### src/rtl/rename_pkg.sv
// Shared sizing and types for the rename stage: register alias table entries,
// checkpoint ids and whole-table snapshots.
package rename_pkg;
    localparam int ARCH_REGS = 32;
    localparam int ARCH_BITS = $clog2(ARCH_REGS);
    localparam int PHYS_REGS = 64;
    localparam int PR_BITS   = $clog2(PHYS_REGS);
    localparam int NUM_CKPT  = 4;
    localparam int CK_BITS   = $clog2(NUM_CKPT);

    typedef logic [ARCH_BITS-1:0] arch_reg_t;
    typedef logic [PR_BITS-1:0]   phys_tag_t;
    typedef logic [CK_BITS-1:0]   ckpt_id_t;

    // Packed so a whole table moves as one word into and out of the snapshot store.
    typedef phys_tag_t [ARCH_REGS-1:0] map_table_t;
endpackage

### src/rtl/rat_ckpt_if.sv
// Rename-group bundle between decode (master) and the alias table (slave).
interface rat_ckpt_if #(
    parameter int WIDTH = 2
);
    import rename_pkg::*;

    logic [WIDTH-1:0]           ren_valid;
    logic [WIDTH*ARCH_BITS-1:0] rs1_arch;
    logic [WIDTH*ARCH_BITS-1:0] rs2_arch;
    logic [WIDTH*ARCH_BITS-1:0] rd_arch;
    logic [WIDTH*PR_BITS-1:0]   rd_phys;
    logic [WIDTH*PR_BITS-1:0]   rs1_phys;
    logic [WIDTH*PR_BITS-1:0]   rs2_phys;
    logic [WIDTH*PR_BITS-1:0]   old_phys;
    logic                       ckpt_req;
    ckpt_id_t                   ckpt_id;
    logic                       ren_stall;
    logic                       ckpt_free;
    logic                       restore_en;
    ckpt_id_t                   restore_id;
    logic [CK_BITS:0]           ckpt_count;

    modport master (
        output ren_valid, rs1_arch, rs2_arch, rd_arch, rd_phys,
        output ckpt_req, ckpt_free, restore_en, restore_id,
        input  rs1_phys, rs2_phys, old_phys, ckpt_id, ren_stall, ckpt_count
    );

    modport slave (
        input  ren_valid, rs1_arch, rs2_arch, rd_arch, rd_phys,
        input  ckpt_req, ckpt_free, restore_en, restore_id,
        output rs1_phys, rs2_phys, old_phys, ckpt_id, ren_stall, ckpt_count
    );
endinterface

### src/rtl/rat_bypass.sv
// One rename slot's source/old-mapping lookup: table value overridden by the
// youngest older slot of the same group that writes the same register.
module rat_bypass
    import rename_pkg::*;
#(
    parameter int WIDTH = 2
) (
    input  logic [WIDTH-1:0]           older_we,
    input  logic [WIDTH*ARCH_BITS-1:0] rd_arch,
    input  logic [WIDTH*PR_BITS-1:0]   rd_phys,
    input  arch_reg_t                  rs1_arch,
    input  arch_reg_t                  rs2_arch,
    input  arch_reg_t                  my_rd,
    input  logic                       my_we,
    input  phys_tag_t                  rs1_tab,
    input  phys_tag_t                  rs2_tab,
    input  phys_tag_t                  rd_tab,
    output phys_tag_t                  rs1_phys,
    output phys_tag_t                  rs2_phys,
    output phys_tag_t                  old_phys
);
    always_comb begin
        rs1_phys = rs1_tab;
        rs2_phys = rs2_tab;
        old_phys = rd_tab;
        // older_we is pre-masked to slots below this one; ascending order lets the youngest win.
        for (int j = 0; j < WIDTH; j++) begin
            if (older_we[j]) begin
                if (rd_arch[j*ARCH_BITS +: ARCH_BITS] == rs1_arch)
                    rs1_phys = rd_phys[j*PR_BITS +: PR_BITS];
                if (rd_arch[j*ARCH_BITS +: ARCH_BITS] == rs2_arch)
                    rs2_phys = rd_phys[j*PR_BITS +: PR_BITS];
                if (rd_arch[j*ARCH_BITS +: ARCH_BITS] == my_rd)
                    old_phys = rd_phys[j*PR_BITS +: PR_BITS];
            end
        end
        if (rs1_arch == '0) rs1_phys = '0;
        if (rs2_arch == '0) rs2_phys = '0;
        if (!my_we)         old_phys = '0;
    end
endmodule

### src/rtl/rat_ckpt.sv
// Superscalar register alias table with a circular queue of whole-table
// branch checkpoints and single-cycle restore on misprediction.
module rat_ckpt
    import rename_pkg::*;
#(
    parameter int WIDTH = 2
) (
    input  logic       clk,
    input  logic       rst,
    rat_ckpt_if.slave  bus
);
    map_table_t       table_q, table_d;
    map_table_t       snap_q [NUM_CKPT];
    ckpt_id_t         head_q, head_d;
    ckpt_id_t         tail_q, tail_d;
    logic [CK_BITS:0] count_q, count_d;

    logic [WIDTH-1:0]         we;
    logic [WIDTH*PR_BITS-1:0] rs1_flat, rs2_flat, old_flat;
    logic                     ren_stall, free_ok, restore_ok, take;
    ckpt_id_t                 head_free, restore_off;
    logic [CK_BITS:0]         count_free;

    assign ren_stall = bus.ckpt_req && (count_q == (CK_BITS+1)'(NUM_CKPT)) && !bus.ckpt_free;
    assign take      = bus.ckpt_req && (|bus.ren_valid) && !ren_stall && !bus.restore_en;

    // Free is applied before restore so the restored count is measured from the new head.
    assign free_ok     = bus.ckpt_free && (count_q != '0);
    assign head_free   = head_q + ckpt_id_t'(free_ok);
    assign count_free  = count_q - {{CK_BITS{1'b0}}, free_ok};
    assign restore_off = bus.restore_id - head_free;
    assign restore_ok  = bus.restore_en && ({1'b0, restore_off} < count_free);

    genvar gi;
    generate
        for (gi = 0; gi < WIDTH; gi++) begin : g_slot
            assign we[gi] = bus.ren_valid[gi] && (bus.rd_arch[gi*ARCH_BITS +: ARCH_BITS] != '0)
                            && !ren_stall && !bus.restore_en;

            rat_bypass #(.WIDTH(WIDTH)) u_bypass (
                .older_we (we & WIDTH'((1 << gi) - 1)),
                .rd_arch  (bus.rd_arch),
                .rd_phys  (bus.rd_phys),
                .rs1_arch (bus.rs1_arch[gi*ARCH_BITS +: ARCH_BITS]),
                .rs2_arch (bus.rs2_arch[gi*ARCH_BITS +: ARCH_BITS]),
                .my_rd    (bus.rd_arch[gi*ARCH_BITS +: ARCH_BITS]),
                .my_we    (we[gi]),
                .rs1_tab  (table_q[bus.rs1_arch[gi*ARCH_BITS +: ARCH_BITS]]),
                .rs2_tab  (table_q[bus.rs2_arch[gi*ARCH_BITS +: ARCH_BITS]]),
                .rd_tab   (table_q[bus.rd_arch[gi*ARCH_BITS +: ARCH_BITS]]),
                .rs1_phys (rs1_flat[gi*PR_BITS +: PR_BITS]),
                .rs2_phys (rs2_flat[gi*PR_BITS +: PR_BITS]),
                .old_phys (old_flat[gi*PR_BITS +: PR_BITS])
            );
        end
    endgenerate

    assign bus.rs1_phys   = rs1_flat;
    assign bus.rs2_phys   = rs2_flat;
    assign bus.old_phys   = old_flat;
    assign bus.ren_stall  = ren_stall;
    assign bus.ckpt_id    = tail_q;
    assign bus.ckpt_count = count_q;

    always_comb begin
        table_d = table_q;
        if (restore_ok) begin
            table_d = snap_q[bus.restore_id];
        end else begin
            // Ascending slot order: the highest slot wins on a same-register collision.
            for (int k = 0; k < WIDTH; k++) begin
                if (we[k])
                    table_d[bus.rd_arch[k*ARCH_BITS +: ARCH_BITS]] = bus.rd_phys[k*PR_BITS +: PR_BITS];
            end
        end
    end

    always_comb begin
        head_d  = head_free;
        tail_d  = tail_q + ckpt_id_t'(take);
        count_d = count_free + {{CK_BITS{1'b0}}, take};
        if (restore_ok) begin
            tail_d  = bus.restore_id;
            count_d = {1'b0, restore_off};
        end
    end

    always_ff @(posedge clk or posedge rst) begin
        if (rst) begin
            for (int i = 0; i < ARCH_REGS; i++)
                table_q[i] <= phys_tag_t'(i);
            head_q  <= '0;
            tail_q  <= '0;
            count_q <= '0;
        end else begin
            table_q <= table_d;
            head_q  <= head_d;
            tail_q  <= tail_d;
            count_q <= count_d;
        end
    end

    // Snapshot store carries the post-group table so the branch's own writes survive a restore.
    always_ff @(posedge clk) begin
        if (take)
            snap_q[tail_q] <= table_d;
    end

    always @(posedge clk) begin
        if (!rst) begin
            if (bus.ckpt_free)
                assert (count_q != '0);
            if (bus.restore_en)
                assert (restore_ok);
            if (bus.restore_en && free_ok)
                assert (head_q != bus.restore_id);
        end
    end
endmodule

### src/flat_wrapper.sv
// flat-port wrapper written by rule: the top's interface ports become plain ports
module rat_ckpt_flat import rename_pkg::*;
#(
    parameter int WIDTH = 2
)
  (clk, rst, bus_ren_valid, bus_rs1_arch, bus_rs2_arch, bus_rd_arch, bus_rd_phys, bus_ckpt_req, bus_ckpt_free, bus_restore_en, bus_restore_id, bus_rs1_phys, bus_rs2_phys, bus_old_phys, bus_ckpt_id, bus_ren_stall, bus_ckpt_count);
  rat_ckpt_if #(.WIDTH(WIDTH)) bus_i ();
  input  logic clk;
  input  logic rst;
  input wire logic [$bits(bus_i.ren_valid)-1:0] bus_ren_valid;
  input wire logic [$bits(bus_i.rs1_arch)-1:0] bus_rs1_arch;
  input wire logic [$bits(bus_i.rs2_arch)-1:0] bus_rs2_arch;
  input wire logic [$bits(bus_i.rd_arch)-1:0] bus_rd_arch;
  input wire logic [$bits(bus_i.rd_phys)-1:0] bus_rd_phys;
  input wire logic [$bits(bus_i.ckpt_req)-1:0] bus_ckpt_req;
  input wire logic [$bits(bus_i.ckpt_free)-1:0] bus_ckpt_free;
  input wire logic [$bits(bus_i.restore_en)-1:0] bus_restore_en;
  input wire logic [$bits(bus_i.restore_id)-1:0] bus_restore_id;
  output wire logic [$bits(bus_i.rs1_phys)-1:0] bus_rs1_phys;
  output wire logic [$bits(bus_i.rs2_phys)-1:0] bus_rs2_phys;
  output wire logic [$bits(bus_i.old_phys)-1:0] bus_old_phys;
  output wire logic [$bits(bus_i.ckpt_id)-1:0] bus_ckpt_id;
  output wire logic [$bits(bus_i.ren_stall)-1:0] bus_ren_stall;
  output wire logic [$bits(bus_i.ckpt_count)-1:0] bus_ckpt_count;
  assign bus_i.ren_valid = bus_ren_valid;
  assign bus_i.rs1_arch = bus_rs1_arch;
  assign bus_i.rs2_arch = bus_rs2_arch;
  assign bus_i.rd_arch = bus_rd_arch;
  assign bus_i.rd_phys = bus_rd_phys;
  assign bus_i.ckpt_req = bus_ckpt_req;
  assign bus_i.ckpt_free = bus_ckpt_free;
  assign bus_i.restore_en = bus_restore_en;
  assign bus_i.restore_id = bus_restore_id;
  assign bus_rs1_phys = bus_i.rs1_phys;
  assign bus_rs2_phys = bus_i.rs2_phys;
  assign bus_old_phys = bus_i.old_phys;
  assign bus_ckpt_id = bus_i.ckpt_id;
  assign bus_ren_stall = bus_i.ren_stall;
  assign bus_ckpt_count = bus_i.ckpt_count;
  rat_ckpt #(.WIDTH(WIDTH)) u_core (.clk(clk), .rst(rst), .bus(bus_i));
endmodule
### config.mk
export PLATFORM = sky130hd
export DESIGN_NAME = rat_ckpt_flat
export DESIGN_NICKNAME = d
export VERILOG_FILES = /design/src/rtl/rename_pkg.sv /design/src/rtl/rat_ckpt_if.sv /design/src/rtl/rat_bypass.sv /design/src/rtl/rat_ckpt.sv /design/src/flat_wrapper.sv
export SDC_FILE = /design/constraint.sdc
export NUM_CORES = 2
export LEC_CHECK = 0
export CAP_MARGIN = 40
export CORE_MARGIN = 2
export CORE_UTILIZATION = 55
export DETAILED_ROUTE_END_ITERATION = 6
export PLACE_DENSITY = 0.71
export SYNTH_ARGS = -nofsm -noshare
export SYNTH_HDL_FRONTEND = slang
export SYNTH_HIERARCHICAL = 1
export SYNTH_SLANG_ARGS = --single-unit
### constraint.sdc
create_clock -name clk -period 15.2 [get_ports clk]
set_input_delay 2.28 -clock clk [delete_from_list [all_inputs] [get_ports clk]]
set_output_delay 2.28 -clock clk [all_outputs]
set_load 0.02 [all_outputs]
==> qor.yml <==
clock_tree:
  cts_root_buffer: "sky130_fd_sc_hd__clkbuf_16"
  clk_path_buf_depth: 3
  cts_max_level: 3
  cts_repair_resize_count: 0
  cts_setup_buffers: 0
  clk_pin_slew_worst_paths_ps: 60
  cts_tree: "done"
  clock_insertion_delay_worst_skew_ps: 690
  clock_sinks: 967
  post_cts_hold_buffer_count: 0
  inserted_clock_buffers: 97
critical_path:
  critical_path_required_ps: 12920
  cp_cell_sequence: "clkdlybuf4s50_1 > nor4b_4 > nand2_4 > inv_2 > buf_4 > nor2_1 > and3_1 > nand2b_1 > o21ai_0 > a311oi_1 > clkdlybuf4s50_1"
  crit_slowest_cell: "sky130_fd_sc_hd__clkdlybuf4s50_1"
  path_class: "in2out"
  timing.critical_path.fanout_max: 29
  worst_r2r_path_depth: 12
  setup.reg_to_reg.worst_slack_ps: 10440
  slowest_delay_ps: 680
  setup.worst_path.end_class: "output port"
  arrival_ps: 6560
  critical_path.most_common_cell: "sky130_fd_sc_hd__clkdlybuf4s50_1"
  r2r-start: "u_core/bus.ckpt_count[2]"
  worstReg2RegEnd: "u_core/snap_q[1][171]"
  worstSetupStartpointType: "primary input"
global_routing:
  globalRouteMet2Util_pct: 55.9
  first_pass_grt_wire_length_um: 260000
  grtUsageMet1_pct: 51.0
  grt_util_all_layers_pct: 39.0
  vias_in_the_first_global_route: 35712
  global_route.peak_usage_layer: "met2"
  grt_start_max_net_pins: 142
  grt_use_met3_pct: 15.1
  antenna_found_initial: 16
  grt_overflow_total: 0
run_status:
  result_of_the_run: "finished with violations"
  violations_in_the_final_reports: "DRC"
sta:
  worst_clock_skew_ps: 23.0
  final-setup-viol-count: 0
  timing.final.max_slew_violations: 0
  worst_tran_pin_value_ps: 1150
  count_of_endpoints_failing_hold_in_the_final_timing_report: 0
  finalCritPeriodShare_pct: 58.1
  timing.slew.headroom_pct: 23.6
  rsz0062_at_grt: "no"
  fmax_mhz: 113
  fin_ws_ps: 6360
  finalCriticalPeriod_ps: 8840
  totalNegativeSetupSlack_ps: 0
  fin_worst_hold_slack_ps: 472
logic_synthesis:
  yosys_warnings: 6
  async_flop_share_pct: 20.6
  syn_area_per_cell_sq_um: 15.2
  yosysTopAreaCellShare_pct: 45.8
  synth-seq-area-share_pct: 55.9
  synth_cells: 3319
  netlist_area_sq_um: 50400
  netlist.top_cell.by_area: "sky130_fd_sc_hd__edfxtp_1"
  synth_edf_count: 768
  synth_top_cells_by_count: "sky130_fd_sc_hd__edfxtp_1 (768), sky130_fd_sc_hd__mux4_2 (528), sky130_fd_sc_hd__nand2_1 (275), sky130_fd_sc_hd__o22ai_1 (219), sky130_fd_sc_hd__clkbuf_1 (216)"
  yosys.cell_count.top_type: "sky130_fd_sc_hd__edfxtp_1"
  yosys-top-cells-area: "sky130_fd_sc_hd__edfxtp_1 (46%), sky130_fd_sc_hd__mux4_2 (24%), sky130_fd_sc_hd__dfrtp_1 (5.9%)"
  ys_seq_elements: 967
  netlist-cell-type-count: 57
  synth_flop_cell: "sky130_fd_sc_hd__edfxtp_1"
min_path:
  min_path_type: "reg2reg"
  holdCritStartpoint: "u_core/head_q[1]"
  cell_count_of_the_worst_hold_path: 1
  hold-path-endpoint: "u_core/head_q[1]"
placement:
  gpl.final_weighted_congestion: 1.04
  buffer_ports.inserted: 92
  post-place-ws_ps: 6490
  placed_area_sq_um: 52500
  dp_hpwl_um: 120000
run:
  cap_viol_max_count: 0
power_and_ir_drop:
  p_comb_share_pct: 34.3
  seqPwrFrac_pct: 44.9
  peakVddDrop_v: 0.000143
  switching_power_uw: 4280
  power_density_nw_per_um2: 203
  switching_share_pct: 38.0
  leakage_uw: 0.0175
  cell_internal_power_uw: 7000
  p_clk_share_pct: 20.8
cells_and_area:
  final_nets: 3379
  post_route_cells_drive_above_1_share_pct: 27.8
  area.growth.synth_to_final_pct: 10.5
  fillerInstances: 6595
  final_instance_area_sq_um: 55700
detailed_routing:
  post_drt_wl_per_cell_um: 39.8
  drt_drc_violations_left: 7
  initialDrtViolationCount: 6438
  detail-route-antenna-nets: 0
  drt-total-wl_um: 183000
  dr_total_vias: 36324
  viasPerCell: 7.93
  detail_route.first_pass.iterations: 7
floorplan:
  placeableCoreArea_sq_um: 90400
  rows: 110
  io_pins: 93
  fp.dieH_um: 307
  dieWidth_um: 307
  start_util_pct: 55.7
  design.die.area_sq_um: 94000
==> power groups by stage <==
stage          clock, uW  sequential (uW)  combinational, uW
2_1_floorplan          0             4550               2530
3_3_place_gp           0             4960               3570
5_1_grt             2470             5040               4090
4_1_cts             2370             4950               3770
6_report            2350             5060               3860
3_5_place_dp           0             5000               3740
==> worst max path at each step <==
stage                              from                  end  slack, ps  depth (start not counted)
final                     bus_ckpt_free     bus_rs1_phys[11]       6360                         11
after global routing      bus_ckpt_free      bus_rs1_phys[8]       6280                         11
after CTS                 bus_ckpt_free     bus_rs1_phys[11]       6470                         11
after detailed placement  bus_ckpt_free     bus_rs1_phys[11]       6490                         11
after global placement    bus_ckpt_free     bus_rs1_phys[11]       6230                         11
after floorplan            bus_ckpt_req  u_core/snap_q[1][0]       3210                          7
==> layer usage <==
layer | vias to the layer above | wire, um | part of all wire, %
met5 | - | 199 | 0.11
met1 | 18518 | 63700 | 35
met3 | 715 | 26900 | 15
met4 | 22 | 12200 | 6.7
met2 | 3184 | 79600 | 44
li1 | 13885 | - | -
==> registers in the layout, indices dropped and copies added, names as in the netlist <==
name                   flops
u_core/snap_q            768
u_core/table_q           192
u_core/bus.ckpt_id         2
u_core/head_q              2
u_core/bus.ckpt_count      3
==> critical path, delay by kind of cell <==
family	cells	cell delay [ps]
and+or+nand+nor	5	1860
AOI/OAI and AO/OA	2	490
buffers and inverters	4	1840
==> layout by cell type (no fill, tap or decap), drive strengths merged, types with 5 or more instances in the layout <==
master         netlist  routed
a21oi                9       9
a221oi              28      28
a22oi              192     192
a311oi              24      24
a31oi               14      14
and2                 7       7
and3                 5       5
buf                 89     131
bufinv               0       6
clkbuf             216     123
clkdlybuf4s50        0      69
clkinv               0      45
clkinvlp             0       5
conb                 1       7
dfrtp              119     119
dfstp               80      80
diode                0       5
edfxtp             768     768
ha                   8       8
inv                  8      10
mux2                24      24
mux4               528     528
nand2              282     282
nand2b              12      12
nand3               41      41
nand4               25      25
nand4b               6       6
nor2                42      42
nor2b               18      18
nor3                31      31
o21ai              354     354
o22ai              219     219
o31ai               12      12
or2                  7       7
or3                 55      55
xnor2               58      58
xor2                 8       8
==> per-stage QoR <==
step / cells / util, % / power (uW)
after floorplan: 3325 / - / 7080
after global placement: 4373 / 57.7 / 8540
after detailed placement: 4397 / 58.1 / 8740
after CTS: 4577 / 61.5 / 11100
after global routing: 4578 / 61.5 / 11600
final: 4582 / 61.5 / 11300
==> cell families after synthesis <==
logic type | count (synthesis) | synth area share (%)
compound gates | 861 | 10.7
xor+xnor | 66 | 1.15
fa+ha+maj | 8 | 0.199
buf+inv | 313 | 2.65
flops | 967 | 55.9
mux | 552 | 24.2
other cells | 1 | 0.00745
simple gates | 551 | 5.25
==> area by class of cell <==
type                            count  area [sq um]  area share, %
Inverter                            8          37.5         0.0674
Tap cell                         1176          1470           2.64
Clock buffer                      122          2660           4.77
Multi-Input combinational cell   2045         21000           37.7
Sequential cell                   967         28100           50.6
Antenna cell                        5          12.5         0.0225
Clock inverter                     58           463          0.832
Timing Repair Buffer              201          1890           3.39
No activity file was read; power rests on OpenSTA's default activity.
==> RTL change, RTL diff (same settings) <==
The package constant `NUM_CKPT` goes from 4 to 2.
--- a/src/rtl/rename_pkg.sv
+++ b/src/rtl/rename_pkg.sv
@@ -5,7 +5,7 @@
     localparam int ARCH_BITS = $clog2(ARCH_REGS);
     localparam int PHYS_REGS = 64;
     localparam int PR_BITS   = $clog2(PHYS_REGS);
-    localparam int NUM_CKPT  = 4;
+    localparam int NUM_CKPT  = 2;
     localparam int CK_BITS   = $clog2(NUM_CKPT);
 
     typedef logic [ARCH_BITS-1:0] arch_reg_t;
Ports: changed (resized bus_ckpt_count, bus_ckpt_id and bus_restore_id); port bits go from 93 to 90. No check against the original RTL was run, so the function may have changed too.
==> RTL change against the original RTL <==
  * Power down 31%
  * Global-route usage up 4.2 points
  * Highest routed layer unchanged
  * Area after synthesis down 28%
  * Synthesized cell count down 21%
  * Routed wire length down 20%
  * Worst setup slack better by 0.66 ns
  * Combinational power down 24%
  * Clock skew up 0.024 ns
  * Sequential cell count down 387
  * Sequential share of layout area down 9.2 points
  * First-iteration DRC count down 19%
  * Sequential power down 33%
  * Design area down 28%
  * Critical path type unchanged
==> RTL change: results (changes against the original RTL) <==
skew final = 0.0472 ns (+0.0242 ns)
outcome = finished, final reports clean
Post-synth EDFFs = 384 (-50%)
worst reg2reg path endpoint = u_core/snap_q[0][43]
H-tree depth = 2 (-1)
final WL = 146 mm (-20%)
GRT Total Usage = 0.433 (+0.0423)
final net count = 2,665 (-21%)
Worst Hold Launch = u_core/head_q
Post-synth top cells = edfxtp_1, mux2i_1, mux4_2
synth unique cells = 67 (+18%)
DP HPWL = 100 mm (-17%)
max FFs per register = 384 (-50%)
Worst Hold Endpoint = u_core/head_q
slowest CP cell = buf_4
Sw Ratio = 0.389 (+0.00886)
FF-to-FF Start = u_core/bus.ckpt_count[1]
Placed Cells = 3,401 (-23%)
post-DR vias/cell = 8.04 (+1.5%)
DP Worst Slack = 7.18 ns (+0.690 ns)
Leak = 14.1 nW (-20%)
dominant cells by area after synthesis = edfxtp_1, mux4_2, mux2i_1
reg2reg setup slack = 10.98 ns (+0.54 ns)
starting DRC count in detailed routing = 5,232 (-19%)
total CTS buffers = 60 (-38%)
sequential share of the synthesized area = 0.459 (-0.100)
==> RTL change: power by group through the flow <==
| stage | clock, mW | combinational (mW) | sequential, mW |
|---|---|---|---|
| final | 1.52 | 2.92 | 3.37 |
| after floorplan | 0 | 2.08 | 2.79 |
| after CTS | 1.53 | 2.84 | 3.27 |
| after detailed placement | 0 | 2.83 | 3.30 |
| after global routing | 1.59 | 3.05 | 3.34 |
| after global placement | 0 | 2.73 | 3.28 |
==> RTL change: layout make-up <==
class | count | area (um2)
Antenna cell | 4 | 10.0
Clock buffer | 75 | 1590
Clock inverter | 39 | 464
Fill cell | 4884 | 24600
Inverter | 6 | 30.0
Multi-Input combinational cell | 1773 | 18400
Sequential cell | 580 | 16500
Tap cell | 855 | 1070
Timing Repair Buffer | 190 | 1870
==> RTL change: worst max path at each step <==
stage          slack [ns]                   to  cells after the start            from
2_1_floorplan        6.95  u_core/snap_q[0][0]                      5  bus_restore_en
3_3_place_gp         6.92      bus_rs2_phys[8]                      8  bus_rd_arch[2]
3_5_place_dp         7.18     bus_rs1_phys[11]                      7  bus_rd_arch[0]
4_1_cts              7.17     bus_rs1_phys[11]                      7  bus_rd_arch[0]
5_1_grt              7.00     bus_rs1_phys[11]                      7  bus_rd_arch[0]
6_report             7.02      bus_old_phys[7]                      8  bus_rd_arch[5]
==> RTL change: worst max-delay path: cells and delay by family <==
kind | cells | cell delay, ns
AOI/OAI and AO/OA | 3 | 0.85
buffers and inverters | 3 | 1.75
muxes | 1 | 0.60
and+or+nand+nor | 1 | 0.36
==> RTL change: cell families after synthesis <==
family,synth area share
AOI/OAI and AO/OA,0.121
muxes,0.316
other,0.000104
adders and majority gates,0.00139
buffers and inverters,0.0324
xor gates and xnor gates,0.0159
DFF,0.459
and+or+nand+nor,0.0544
==> RTL change: layer usage <==
metal | global-route usage | vias to the layer above | wire (um)
li1 | - | 10800 | -
met1 | 0.555 | 13900 | 49200
met2 | 0.607 | 2888 | 61200
met3 | 0.184 | 663 | 24000
met4 | 0.269 | 12 | 11400
met5 | 0 | - | 76
==> RTL change: through the flow <==
stage | hold slack, ns | area [um2]
final | 0.510 | 40000
after detailed placement | 0.493 | 37900
after global placement | 0.482 | 37300
after global routing | 0.517 | 40000
after floorplan | 0.468 | 36100
after CTS | 0.503 | 39900
